<file path="src/rtl/mul_seq_param.sv">
// Sequential radix-2^RADIX_BITS integer multiplier for RV32M/RV64M.
// Operands are converted to magnitudes at accept. A private 2*XLEN
// accumulator sums one partial product per BUSY cycle. The FIX cycle
// re-applies the sign and selects the low or high half of the product.
module mul_seq_param #(
    parameter int XLEN       = 32,
    parameter int RADIX_BITS = 2,
    parameter int EARLY_EXIT = 1
) (
    input  logic            clk,
    input  logic            rst,
    input  logic            flush_i,
    input  logic            start_i,
    output logic            ready_o,
    input  logic [2:0]      funct3_i,
    input  logic [XLEN-1:0] a_i,
    input  logic [XLEN-1:0] b_i,
    output logic            valid_o,
    input  logic            result_ready_i,
    output logic [XLEN-1:0] result_o,
    output logic            busy_o
);

    localparam int N  = XLEN / RADIX_BITS;
    localparam int CW = $clog2(N + 1);

    typedef enum logic [1:0] {
        S_IDLE = 2'd0,
        S_BUSY = 2'd1,
        S_FIX  = 2'd2,
        S_DONE = 2'd3
    } state_t;

    // Two's-complement magnitude. The most negative value maps onto itself,
    // which read as unsigned is exactly 2^(XLEN-1).
    function automatic logic [XLEN-1:0] to_mag(input logic [XLEN-1:0] v, input logic neg);
        return neg ? (~v + {{(XLEN-1){1'b0}}, 1'b1}) : v;
    endfunction

    state_t              state_r;
    logic                mul_lo_r;
    logic                neg_r;
    logic [2*XLEN-1:0]   mcand_r;
    logic [XLEN-1:0]     mplier_r;
    logic [2*XLEN-1:0]   acc_r;
    logic [CW-1:0]       cnt_r;
    logic [XLEN-1:0]     result_r;
    logic                ready_r;
    logic                valid_r;
    logic                busy_r;

    logic                a_neg_s;
    logic                b_neg_s;
    logic [2*XLEN-1:0]   pp_s;
    logic [XLEN-1:0]     mplier_shift_s;
    logic                last_iter_s;
    logic [2*XLEN-1:0]   product_s;
    logic                unused_f3_s;

    // funct3 bit 2 does not take part in op selection.
    assign unused_f3_s = funct3_i[2];

    // Operand sign flags: a is signed for MULH/MULHSU, b only for MULH.
    always_comb begin
        a_neg_s = 1'b0;
        b_neg_s = 1'b0;
        case (funct3_i[1:0])
            2'b01: begin
                a_neg_s = a_i[XLEN-1];
                b_neg_s = b_i[XLEN-1];
            end
            2'b10: begin
                a_neg_s = a_i[XLEN-1];
                b_neg_s = 1'b0;
            end
            default: begin
                a_neg_s = 1'b0;
                b_neg_s = 1'b0;
            end
        endcase
    end

    // Partial product of the shifted multiplicand and the low multiplier digit.
    always_comb begin
        pp_s = {(2*XLEN){1'b0}};
        for (int i = 0; i < RADIX_BITS; i++) begin
            if (mplier_r[i]) begin
                pp_s = pp_s + (mcand_r << i);
            end else begin
                pp_s = pp_s;
            end
        end
    end

    // Iteration end: counter exhausted, or the remaining multiplier bits are zero.
    always_comb begin
        mplier_shift_s = mplier_r >> RADIX_BITS;
        if (cnt_r == {{(CW-1){1'b0}}, 1'b1}) begin
            last_iter_s = 1'b1;
        end else if ((EARLY_EXIT != 0) && (mplier_shift_s == {XLEN{1'b0}})) begin
            last_iter_s = 1'b1;
        end else begin
            last_iter_s = 1'b0;
        end
    end

    // Sign fix-up of the unsigned magnitude product, modulo 2^(2*XLEN).
    always_comb begin
        if (neg_r) begin
            product_s = ~acc_r + {{(2*XLEN-1){1'b0}}, 1'b1};
        end else begin
            product_s = acc_r;
        end
    end

    // Control FSM, datapath registers and registered handshake outputs.
    always_ff @(posedge clk) begin
        if (rst || flush_i) begin
            state_r  <= S_IDLE;
            mul_lo_r <= 1'b0;
            neg_r    <= 1'b0;
            mcand_r  <= {(2*XLEN){1'b0}};
            mplier_r <= {XLEN{1'b0}};
            acc_r    <= {(2*XLEN){1'b0}};
            cnt_r    <= {CW{1'b0}};
            result_r <= {XLEN{1'b0}};
            ready_r  <= 1'b1;
            valid_r  <= 1'b0;
            busy_r   <= 1'b0;
        end else begin
            case (state_r)
                S_IDLE: begin
                    if (start_i) begin
                        mul_lo_r <= (funct3_i[1:0] == 2'b00);
                        neg_r    <= a_neg_s ^ b_neg_s;
                        mcand_r  <= {{XLEN{1'b0}}, to_mag(a_i, a_neg_s)};
                        mplier_r <= to_mag(b_i, b_neg_s);
                        acc_r    <= {(2*XLEN){1'b0}};
                        cnt_r    <= CW'(N);
                        state_r  <= S_BUSY;
                        ready_r  <= 1'b0;
                        busy_r   <= 1'b1;
                    end
                end
                S_BUSY: begin
                    acc_r    <= acc_r + pp_s;
                    mcand_r  <= mcand_r << RADIX_BITS;
                    mplier_r <= mplier_shift_s;
                    cnt_r    <= cnt_r - {{(CW-1){1'b0}}, 1'b1};
                    if (last_iter_s) begin
                        state_r <= S_FIX;
                    end
                end
                S_FIX: begin
                    result_r <= mul_lo_r ? product_s[XLEN-1:0] : product_s[2*XLEN-1:XLEN];
                    state_r  <= S_DONE;
                    busy_r   <= 1'b0;
                    valid_r  <= 1'b1;
                end
                S_DONE: begin
                    if (result_ready_i) begin
                        state_r <= S_IDLE;
                        valid_r <= 1'b0;
                        ready_r <= 1'b1;
                    end
                end
                default: begin
                    state_r <= S_IDLE;
                    ready_r <= 1'b1;
                    valid_r <= 1'b0;
                    busy_r  <= 1'b0;
                end
            endcase
        end
    end

    assign ready_o  = ready_r;
    assign valid_o  = valid_r;
    assign busy_o   = busy_r;
    assign result_o = result_r;

endmodule

</file>
<file path="config.mk">
export PLATFORM = sky130hd
export DESIGN_NAME = mul_seq_param
export DESIGN_NICKNAME = d
export VERILOG_FILES = /design/src/rtl/mul_seq_param.sv
export SDC_FILE = /design/constraint.sdc
export NUM_CORES = 1
export LEC_CHECK = 0
export ABC_AREA = 1
export CELL_PAD_IN_SITES_DETAIL_PLACEMENT = 1
export CELL_PAD_IN_SITES_GLOBAL_PLACEMENT = 1
export CORE_AREA = 2 2 220 222
export CTS_BUF_LIST = sky130_fd_sc_hd__clkbuf_4 sky130_fd_sc_hd__clkbuf_8
export DETAILED_ROUTE_END_ITERATION = 8
export DIE_AREA = 0 0 222 224
export HOLD_SLACK_MARGIN = 0.08
export PLACE_DENSITY_LB_ADDON = 0.1
export SLEW_MARGIN = 20
export SYNTH_ARGS = -nofsm -noshare
export SYNTH_HDL_FRONTEND = slang
export SYNTH_SLANG_ARGS = --single-unit
export TNS_END_PERCENT = 10
</file>
<file path="constraint.sdc">
create_clock -name clk -period 5.2 [get_ports clk]
set_clock_uncertainty 0.1 [all_clocks]
set_input_delay 1.04 -clock clk [delete_from_list [all_inputs] [get_ports clk]]
set_output_delay 1.04 -clock clk [all_outputs]
set_load 0.01 [all_outputs]
</file>
---- Yosys cells after proc, flatten, opt, wreduce, memory -nomap -nowiden ----
Index checks and enable logic that the tools add are counted.
cells by class
  bitwise operators ....................... 4
  reduce and logical (&&, ||, !) cells .... 15
  multiplexer cells ....................... 29
  add/subtract/negate cells ............... 6
  eq/ne operators ......................... 9
operator list
  cell                                                 count
  2-to-1 mux 64 bit                                    5
  case mux 64 bit (2 select lines)                     2
  adder 64 bit                                         2
  2-to-1 mux 32 bit                                    4
  adder 32 x 1 -> 32 bit, second input constant        2
  adder 64 x 1 -> 64 bit, second input constant        1
  inverter 32 bit                                      2
  inverter 64 bit                                      1
  case mux 32 bit (2 select lines)                     1
  logical NOT 32 bit                                   1
  case mux 5 bit (2 select lines)                      1
  2-to-1 mux 1 bit                                     8
  case mux 2 bit (4 select lines)                      1
  AND reduction 2 bit                                  4
  nonzero test 2 bit                                   4
  equality test 2 bit, second input constant           3
  2-to-1 mux 2 bit                                     3
  != test 2 bit, second input constant                 3
  case mux 1 bit (2 select lines)                      3
  AND reduction 3 bit                                  2
  equality test 5 x 1 -> 1 bit, second input constant  1
  2-to-1 mux 5 bit                                     1
  subtractor 5 x 1 -> 5 bit, second input constant     1
  equality test 2 x 1 -> 1 bit, second input constant  2
  other kinds (4)                                      5
word-level totals
  output and inout bits ................... 35
  word-level logic and storage cells ...... 74
  flip-flop bits (word level) ............. 204

---- Depth between registers and ports, before layout ----
Gate-level depths: netlist (run 1).
  depth after elaboration ................. 6
  mapped depth ............................ 37

---- Worst setup path before layout (run 1) ----
OpenSTA, ideal clock, no wires.
  path kind ............................... reg2reg
  start ................................... register mplier_r[0]
  end ..................................... register acc_r[50]
  data arrival time ....................... 4.438 ns
  path buffers ............................ 4
  library setup time ...................... 0.132 ns
  cell stages (with the launch flop) ...... 33
  clock period less this slack ............ 4.670 ns
  path slack .............................. 0.530 ns
  path through ............................ dfxtp_1 > buf_6 > buf_6 > buf_4 > clkbuf_1 > nand2_1 > inv_1 > ha_1 > inv_1 > fa_1 > inv_1 > nand3_1 > o21ai_1 > nand2_1 > nand2_1 > a21oi_2 > o21bai_2 > a21oi_1 > o21ai_1 > or2_1 > nand3_1 > o21ai_1 > ha_1 > nand2_1 > nand2_1 > a31oi_1 > o21ai_0 > a21oi_1 > nand3_1 > a31o_2 > or2_2 > nand3_1 > a21oi_1
between the ends
  longest elaborated chain between the ends .. 5
ends and longest elaborated chain
  element                             RTL line  text
  start, declared                     44        logic [XLEN-1:0] mplier_r;
  start signal, assigned              123       mplier_r <= {XLEN{1'b0}};
  start signal, assigned              137       mplier_r <= to_mag(b_i, b_neg_s);
  start signal, assigned              148       mplier_r <= mplier_shift_s;
  2-to-1 mux 64 bit *                 87        if (mplier_r[i]) begin
  adder 64 bit                        88        pp_s = pp_s + (mcand_r << i);
  2-to-1 mux 64 bit *                 87
  adder 64 bit *                      146       acc_r <= acc_r + pp_s;
  case mux 64 bit (2 select lines) *  131       case (state_r)
  end signal, assigned                124       acc_r <= {(2*XLEN){1'b0}};
  end signal, assigned                138       acc_r <= {(2*XLEN){1'b0}};
  end signal, assigned                146
  end, declared                       45        logic [2*XLEN-1:0] acc_r;
Mark *: on every way between the ends. The rest lies on a longest branch, timed or not.
A chain may end at the register's enable or synchronous reset.

---- Final worst setup path (run 1) ----
  start ................................... register mplier_r[0]
  end ..................................... register acc_r[53]
The elaborated chain is that of the path after synthesis.

==> results of run 1 <==
## Yosys cell counts, types with 5 or more instances
library cell | n | area, sq um
o41ai_1 | 5 | 43.79
o21a_1 | 11 | 82.58
inv_2 | 7 | 26.28
a211oi_1 | 6 | 45.04
nand3_1 | 206 | 1031
a21o_1 | 25 | 187.7
xor2_1 | 44 | 385.4
buf_1 | 5 | 18.77
nand2_2 | 17 | 106.4
nor3_2 | 5 | 50.05
or2_1 | 11 | 68.82
nand3b_1 | 12 | 90.09
o21ai_1 | 35 | 175.2
nor2_2 | 8 | 50.05
nor2_1 | 344 | 1291
o21ai_0 | 337 | 1687
nor4_1 | 31 | 193.9
clkbuf_1 | 108 | 405.4
xnor2_1 | 22 | 192.7
ha_1 | 114 | 1426
a21boi_0 | 5 | 37.54
nand3_2 | 5 | 50.05
a31oi_1 | 63 | 394.1
o221ai_1 | 5 | 43.79
nand2_1 | 806 | 3025
o21bai_1 | 29 | 217.7
nand4_1 | 26 | 162.7
dfxtp_1 | 204 | 4084
o31ai_1 | 7 | 52.55
a21oi_1 | 464 | 2322
and3_1 | 8 | 50.05
or2_2 | 38 | 237.7
nor3_1 | 55 | 275.3
o211ai_1 | 29 | 217.7
inv_1 | 408 | 1531
## metal layers
metal | up-vias | part of all wire, %
met4 | 0 | 4.2
met1 | 12530 | 44
met5 | - | 0
met2 | 694 | 47
met3 | 206 | 4.5
li1 | 12360 | -
## kinds of logic after synthesis
kind of cell,count (synthesis)
AND/OR/NAND/NOR,1576
AO/OA/AOI/OAI,1046
flip-flops,204
buffers and inverters,540
XOR/XNOR,68
adder cells (fa/ha/maj),116
## final timing paths
path	endpoint	from	slack (ps)
setup / recovery	acc_r[53]	mplier_r[0]	110
setup reg to reg	acc_r[53]	mplier_r[0]	110
hold / removal	mplier_r[22]	mplier_r[22]	370
hold reg to reg	mplier_r[22]	mplier_r[22]	370
## state kept, by name, summed over array words and instances, names as in the netlist
| register | flops |
|---|---|
| acc_r | 64 |
| busy_o | 1 |
| cnt_r | 5 |
| mcand_r | 64 |
| mplier_r | 32 |
| mul_lo_r | 1 |
| neg_r | 1 |
| ready_o | 1 |
| result_o | 32 |
| state_r | 2 |
| valid_o | 1 |
## through the flow
| step | setup TNS [ps] | util [%] | cell area [sq um] | instances | power (W) |
|---|---|---|---|---|---|
| final | 0 | 52.69 | 24950 | 4397 | 0.004262 |
| after global routing | -1358 | 52.69 | 24950 | 4397 | 0.004420 |
| after CTS | -10.81 | 51.16 | 24220 | 4383 | 0.004269 |
| after detailed placement | -2384 | 49.16 | 23270 | 4311 | 0.002378 |
| after global placement | -462.7 | 49.16 | 23270 | 4311 | 0.002350 |
| after floorplan | 0 | - | 20680 | 3550 | 0.002104 |
## worst register-to-register path, delay by kind of cell (launching register included)
kind / cells / cell delay, ps
AOI/OAI and AO/OA: 10 / 1580
DFF: 1 / 460
buffers and inverters: 3 / 430
adders and majority gates: 1 / 340
and+or+nand+nor: 18 / 2160
## power by group
group          switching [W]  leakage [nW]  internal [W]
Combinational       0.000488          8.59      0.000237
Clock               0.000827         0.468       0.00106
Sequential         0.0000460          1.65       0.00160
## layout make-up
cell class	instances	area share, %
clock buffers	63	3.150
clock inverters	9	0.4163
inverters	419	6.335
multi-input cells	2806	60.75
flip-flops and latches	204	16.39
well taps	615	3.085
repair buffers	281	9.871
## what timing repair did
item                                    CTS  global route
cloned                                    0             3
resized for setup                        15           137
setup buffers                             0            11
endpoints found under the setup margin   16            30
pin swaps                                 0            22
==> impl_results.md, run 1 <==
* Clk slew on worst S/H paths at 70 ps
* Die area at between 40000 and 50000 sq um
* Worst Tran Pin Value at 1027 ps
* Critical path depth in cells at 32
* Initial Util at 43.69%
* TritonCTS clock tree: yes
* Initial antenna violation count at 0
* Clk root buf: clkbuf_8
* Layout cells sized above 1 at 11.95%
* Layout area overhead at 20.61%
* Die Wd at 222 microns
* Worst Hold Path Cells at 2
* Via/cell ratio at 5.866
* Maximum VDD drop at 0.1574 mV
* Synthesized net count at 3738
* Status: complete, no violations
* Fmax at 196.3 MHz
* Area of the multi-input gates at 15160 sq um
* CP Max Fanout at 9
* Post-synth EDFFs at 0
* Gate Count Post-Synth at 3550
* Largest family of logic cells by synthesized area: simple AND/OR/NAND/NOR gates
* Post-Synth Adder-Cell Area at 7.090%
* Routed WL at 90240 microns
* Cts hold-fix bufs at 0
* Register bit total from synthesis at roughly 200
* Period utilisation layout at approximately 100%
* Post-route ant nets at 0
* Pin count of the biggest net entering global routing at 113
* First-pass GRT wire length at 140000 microns
* DPL Wire Length at around 70000 microns
* # setup viols final at 0
* Leak at around 11 nW
* Post-synthesis cell type count at 57
* Gr ovfl total at 0
* Synth Area in Compound Gates at 27.70%
* Main synth FF type: dfxtp_1
* Pre-CTS WS at -344.1 ps
* First-pass DRT Iterations at 5
* Commonest non-fill, non-tap cell in the layout: nand2_1
* Arr. time, crit path at 5570 ps
* Fill count at 6640
* Xor/xnor share of the synthesized area at 2.952%
* Mapped Area at 20680 sq um
* Crit-path slowest cell: dfxtp_4
* Final Max Slew Viols at 0
* Clock Tree Buf Depth at 3
* PnR worst setup slack at 105.1 ps
* Post-route DRC at 0
* CP Class: reg2reg
* Busiest grt layer: met2
* Std-Cell Rows at 80
* Top-Level Pins at 107
* M1 GR Usage at 44.89%
* Insertion delay to the later sink of the worst-skew pair at 640 ps
* Most frequent CP cell: nand2_1
* Slew headroom at 31.53%
* Startpoint types: flop
* Delay-heaviest family, CP: simple AND/OR/NAND/NOR gates
* Period minus WS final at roughly 5100 ps
* CP Buf/Inv Count at 3
* Met3 GRT Util at slightly below 4%
* Register Area at 4089 sq um
* Clock sinks at roughly 200
* Mean Syn Cell Area at 5.826 sq um
* WL/cell at 20.52 microns
* Multiplexer share of the synthesized area at 0%
* Reg2Reg Depth at 32
* Final hold slack at roughly 370 ps
* RSZ-0062 raised after global routing: true
* H-tree levels at 2
* WP data required at around 5700 ps
* Vias in the first global route at around 26000
* Die height at 224 microns
* Critical Path Sink Type: flop
* Syn. warnings at 0
* Buffers added on ports at 105
* Most frequent cells in the layout: 797 x nand2_1, 445 x a21oi_1, 404 x inv_1, 333 x nor2_1, 309 x o21ai_0
* Vias post-DR at approximately 26000
* Post-synthesis async set-or-reset flop share at 0%
* Post-Synth Simple-Gate Area at 32.47%
* Maximum capacitance violations at 0
* ANT cells at 0
* CTS Buf Count at 42
* Core Box Area at 47350 sq um
* Hold crit path type: reg2reg
* Final net count at 3942
* DR iter-0 viols at 1744
* GRT Total Usage at 34.76%
* Final Hold Viols at 0
* Largest stage delay on the critical path at 460 ps
* Met2 usage at 59.55%
* Post-synthesis sequential area ratio at 19.74%
* P per Cell Area at 170.8 nW/um^2
* Routability Congestion at 1.005
Power figures use the tool's default switching activity.
==> inputs of run 2 (changes only) <==
CORE_AREA = 2 2 223 225   (was 2 2 220 222)
CTS_BUF_LIST = sky130_fd_sc_hd__clkbuf_16   (was sky130_fd_sc_hd__clkbuf_4 sky130_fd_sc_hd__clkbuf_8)
DIE_AREA = 0 0 225 227   (was 0 0 222 224)
HOLD_SLACK_MARGIN = 0.1   (was 0.08)
==> run 2 against run 1 <==
Effect of this change: clock-buffer cell count decreased by 34; non-clock buffer count decreased by 15; die area rose by 2.7%; combinational power about the same; hold slack better by 8.0 ps; final cell count fell by 0.61%; clock power up 16%.
==> impl_results.md, run 2 (same netlist as run 1, synthesis figures left out) <==
* First-pass GRT wire length at 139200 microns
* Arr. time, crit path at 5470 ps
* Cell area after layout at about 25000 sq um
* Initial Util at between 40% and 50%
* WP data required at about 5600 ps
* Maximum capacitance violations at 0
* Register Area at a little over 4000 sq um
* DP Cell Count at between 4000 and 5000
* Period minus WS final at 5056 ps
* Commonest non-fill, non-tap cell in the layout: nand2_1
* Crit-path slowest cell: ha_1
* Slew headroom at between 20% and 30%
* Insertion delay to the later sink of the worst-skew pair at 590 ps
* Area of the multi-input gates at 15160 sq um
* Hold crit path type: reg2reg
* Final Hold Viols at 0
* Final Max Slew Viols at 0
* Routed WL at around 90000 microns
* Maximum VDD drop at 0.2758 mV
* Leak at between 10 and 15 nW
* Fill count at between 6000 and 7000
* Dpl cell area at 23190 sq um
* P per Cell Area at 183.3 nW/um^2
* TritonCTS clock tree: yes
* CP Buf/Inv Count at 9
* Buffers added on ports at 105
* Post-route DRC at 0
* DPL Wire Length at 70000 microns
* Delay-heaviest family, CP: compound AO/OA/AOI/OAI gates
* Gr ovfl total at 0
* Post-route ant nets at 0
* Fin Setup TNS at 0 ps
* Fmax at 197.8 MHz
* Pin count of the biggest net entering global routing at approximately 110
* DR iter-0 viols at 1550
* GRT Total Usage at 33.90%
* Startpoint types: flop
* Die Wd at about 230 microns
* CTS Buf Count at 29
* Via/cell ratio at 5.893
* Final net count at 3914
* H-tree levels at 1
* Initial antenna violation count at 0
* Clk slew on worst S/H paths at around 60 ps
* CP Max Fanout at 16
* Worst Tran Pin Value at 1099 ps
* Largest registers: acc_r (64), mcand_r (64)
* Vias post-DR at 25750
* Layout area overhead at 20.68%
* Die height at 227 microns
* Clk root buf: clkbuf_16
* Vias in the first global route at around 26000
* Std-Cell Rows at between 80 and 90
* WL/cell at roughly 21 microns
* RSZ-0062 raised after global routing: true
* Most frequent cells in the layout: 796 x nand2_1, 435 x a21oi_1, 406 x inv_1, 332 x nor2_1, 305 x o21ai_0
* Status: complete, no violations
* Period utilisation layout at 97.22%
* Clock sinks at 204
* Routability Congestion at 1.063
* Top-Level Pins at 107
* Critical Path Sink Type: flop
* Post-layout instance count excluding filler cells at 4370
* CP Class: reg2reg
* Die area at just over 50000 sq um
* Layout cells sized above 1 at 11.34%
* First-pass DRT Iterations at 6
* ANT cells at 0
* Core Box Area at 48550 sq um
* # setup viols final at 0
* Clock Tree Buf Depth at 3
* Largest stage delay on the critical path at 380 ps
[run 2: final cells by class]
class | count | share of cell area (%)
Inverter | 419 | 6.331
Sequential cell | 204 | 16.38
Clock inverter | 24 | 1.198
Multi-Input combinational cell | 2806 | 60.72
Timing Repair Buffer | 266 | 9.339
Clock buffer | 29 | 2.907
Tap cell | 622 | 3.118
[run 2: path summary, 6_finish.rpt]
path	startpoint	endpoint	slack, ps	cells past startpoint
worst max-delay path	mplier_r[0]	acc_r[55]	140	31
worst min register to register	result_o[0]	result_o[0]	370	2
worst min-delay path	result_o[0]	result_o[0]	370	2
worst max register to register	mplier_r[0]	acc_r[55]	140	31
[run 2: routing by layer]
metal	routed length [microns]	track usage, %
met5	0	0
met4	4112	13.59
met3	4546	3.627
met2	41670	57.58
met1	39350	44.03
[run 2: worst reg2reg max path, delay by kind of cell (launching register included)]
family,cells,cell delay (ps)
AOI/OAI and AO/OA,9,1410
adders and majority gates,1,380
buffers and inverters,9,1390
DFF,1,370
and+or+nand+nor,12,1320
[run 2: repair_timing]
action,CTS,global route
endpoints found under the hold margin,0,0
pin swaps,0,27
setup buffers,1,12
setup endpoints to repair,14,36
resized for setup,6,155
gates cloned,0,1
hold buffers,0,0
[run 2: power breakdown]
part	switching [W]	internal, W	total (W)
logic	0.000487	0.000238	0.000724
registers	0.0000448	0.00160	0.00165
clock network	0.000846	0.00136	0.00220
[run 2: through the flow]
stage / total power (W) / hold WS, ps / utilization [%] / setup WS, ps
after global placement: 0.002355 / 353.2 / 47.78 / -170.1
final: 0.004575 / 374.1 / 51.42 / 144.4
after global routing: 0.004738 / 387.7 / 51.42 / -105.2
after CTS: 0.004584 / 373.2 / 49.96 / 8.805
after detailed placement: 0.002385 / 357.2 / 47.78 / -228.2
after floorplan: 0.002104 / 345.3 / - / 530.1
==> inputs of run 3 (changes only) <==
CORE_AREA = 4 4 225 227   (was 2 2 223 225)
DIE_AREA = 0 0 229 231   (was 0 0 225 227)
SLEW_MARGIN = 10   (was 20)
==> run 3 against run 2 <==
Effect of this change: maximum frequency fell by 0.15%; register-to-register slack hardly changed; clock-buffer cell count is the same; global-route usage down 2.0 points; sequential share of layout area increased by 0.066 points; largest power group unchanged; power down 2.3%; final cell count down 0.18%; critical path depth decreased by 4; hold slack got worse by 9.2 ps; sequential power hardly changed; clock power shrank 5%; largest cell class unchanged.
==> impl_results.md, run 3 (same netlist as run 1, synthesis figures left out) <==
* Status: complete, no violations
* # setup viols final at 0
* Crit-path slowest cell: dfxtp_4
* Fin Setup TNS at 0 ps
* Initial antenna violation count at 0
* Fmax at between 150 and 200 MHz
* CP Max Fanout at 13
* Clk root buf: clkbuf_16
* Final net count at 3907
* Std-Cell Rows at 81
* Largest registers: acc_r (64), mcand_r (64)
* Slew headroom at 28.52%
* PnR worst setup slack at between 100 and 150 ps
* Maximum capacitance violations at 0
* Maximum VDD drop at 0.2467 mV
* Hold crit path type: reg2reg
* Die Wd at 229 microns
* ANT cells at 0
* Routability Congestion at 1.044
* Pin count of the biggest net entering global routing at 105
* Clk slew on worst S/H paths at ~60 ps
* Pre-CTS WS at -281.8 ps
* Startpoint types: flop
* WL/cell at 20.75 microns
* H-tree levels at 1
* First-pass DRT Iterations at 6
* RSZ-0062 raised after global routing: true
* First-pass GRT wire length at 139500 microns
* Routed WL at 90520 microns
* Largest stage delay on the critical path at 390 ps
* Layout cells sized above 1 at 10.78%
* Sw Ratio at between 30% and 40%
* Combinational share of power at 16.3%
* Commonest non-fill, non-tap cell in the layout: nand2_1
* Die height at 231 microns
* Gr ovfl total at 0
* Final Power at 0.004468 W
* Vias post-DR at 25810
* Final Hold Viols at 0
* Buffers added on ports at 105
* Vias in the first global route at roughly 26000
* Leak at about 11 nW
* Net Switching at between 0.001 and 0.0015 W
* P_int at 0.003091 W
* P per Cell Area at between 150 and 200 nW/um^2
* Critical Path Sink Type: flop
* Fin util at 51.10%
* Worst Tran Pin Value at 1072 ps
* Fill count at just under 7000
* Layout area overhead at 20.19%
* Period utilisation layout at 97.37%
* Flop pwr share at 36.9%
* Final Max Slew Viols at 0
* TritonCTS clock tree: yes
* DP Cell Count at 4298
* Period minus WS final at 5063 ps
* Clock sinks at 204
* Post-route ant nets at 0
* Clock power frac at 46.8%
* CP Class: reg2reg
* Most frequent CP cell: a21oi_1
* Clock Tree Buf Depth at 3
* Post-route DRC at 0
* Insertion delay to the later sink of the worst-skew pair at ~600 ps
* Initial Util at 42.52%
* GRT Total Usage at between 30% and 40%
* Die area at about 53000 sq um
* Via/cell ratio at slightly below 6
* Top-Level Pins at 107
* DR iter-0 viols at 1591
* Core Box Area at slightly below 50000 sq um
* Arr. time, crit path at ~5500 ps
* WP data required at 5630 ps
* CTS Buf Count at 28
* Post-layout instance count excluding filler cells at ~4400
* Most frequent cells in the layout: 795 x nand2_1, 445 x a21oi_1, 407 x inv_1, 332 x nor2_1, 312 x o21ai_0
* DPL Wire Length at 69500 microns
## run 3: cell types whose count changed in the layout (fill, tap and decap cells not counted), sizes merged
cell / delta
buf: -6
clkinvlp: +3
bufinv: -2
inv: -2
clkinv: -1
## run 3: path summary, 6_finish.rpt
check,from,end,slack [ps],cells past startpoint
setup reg to reg,mplier_r[0],acc_r[53],140,27
hold / removal,mplier_r[22],mplier_r[22],360,2
setup / recovery,mplier_r[0],acc_r[53],140,27
hold reg to reg,mplier_r[22],mplier_r[22],360,2
## run 3: cell type report
class | instances | area, sq um | share of cell area, %
multi-input combinational | 2806 | 15150 | 60.96
sequential | 204 | 4089 | 16.45
timing repair buffer | 260 | 2293 | 9.225
inverter | 419 | 1580 | 6.357
tap | 622 | 778.2 | 3.131
clock buffer | 29 | 725.7 | 2.919
clock inverter | 22 | 239.0 | 0.9613
## run 3: critical path: cells and delay by family (launching register included)
kind            cells  cell delay [ps]
buf+inv             6              680
simple gates        5              800
flops               1              390
compound gates     14             2380
fa+ha+maj           2              610
## run 3: per-stage QoR
stage,instance area (sq um),hold slack (ps)
global route,24860,400.0
floorplan,20680,345.3
finish,24860,364.9
global placement,23160,353.5
CTS,24140,365.4
detailed placement,23160,357.1
## run 3: routing by layer
metal / vias up / routed length [microns] / global-route usage [%]
met1: 12540 / 38870 / 41.16
met3: 233 / 4662 / 3.862
met4: 0 / 4588 / 13.03
met5: - / 0 / 0
met2: 733 / 42400 / 54.03
li1: 12300 / - / -
## run 3: power groups by stage
stage	logic [W]	registers, W	clock network, W
after detailed placement	0.000705	0.00168	0
after CTS	0.000711	0.00165	0.00212
after global routing	0.000799	0.00165	0.00219
after floorplan	0.000435	0.00167	0
final	0.000727	0.00165	0.00209
after global placement	0.000677	0.00168	0
## run 3: timing repair
item | CTS | global route
pin swaps | 0 | 22
hold endpoints to repair | 0 | 0
hold buffers | 0 | 0
setup endpoints to repair | 9 | 34
buffers inserted | 0 | 12
resized for setup | 4 | 146
cloned | 0 | 1
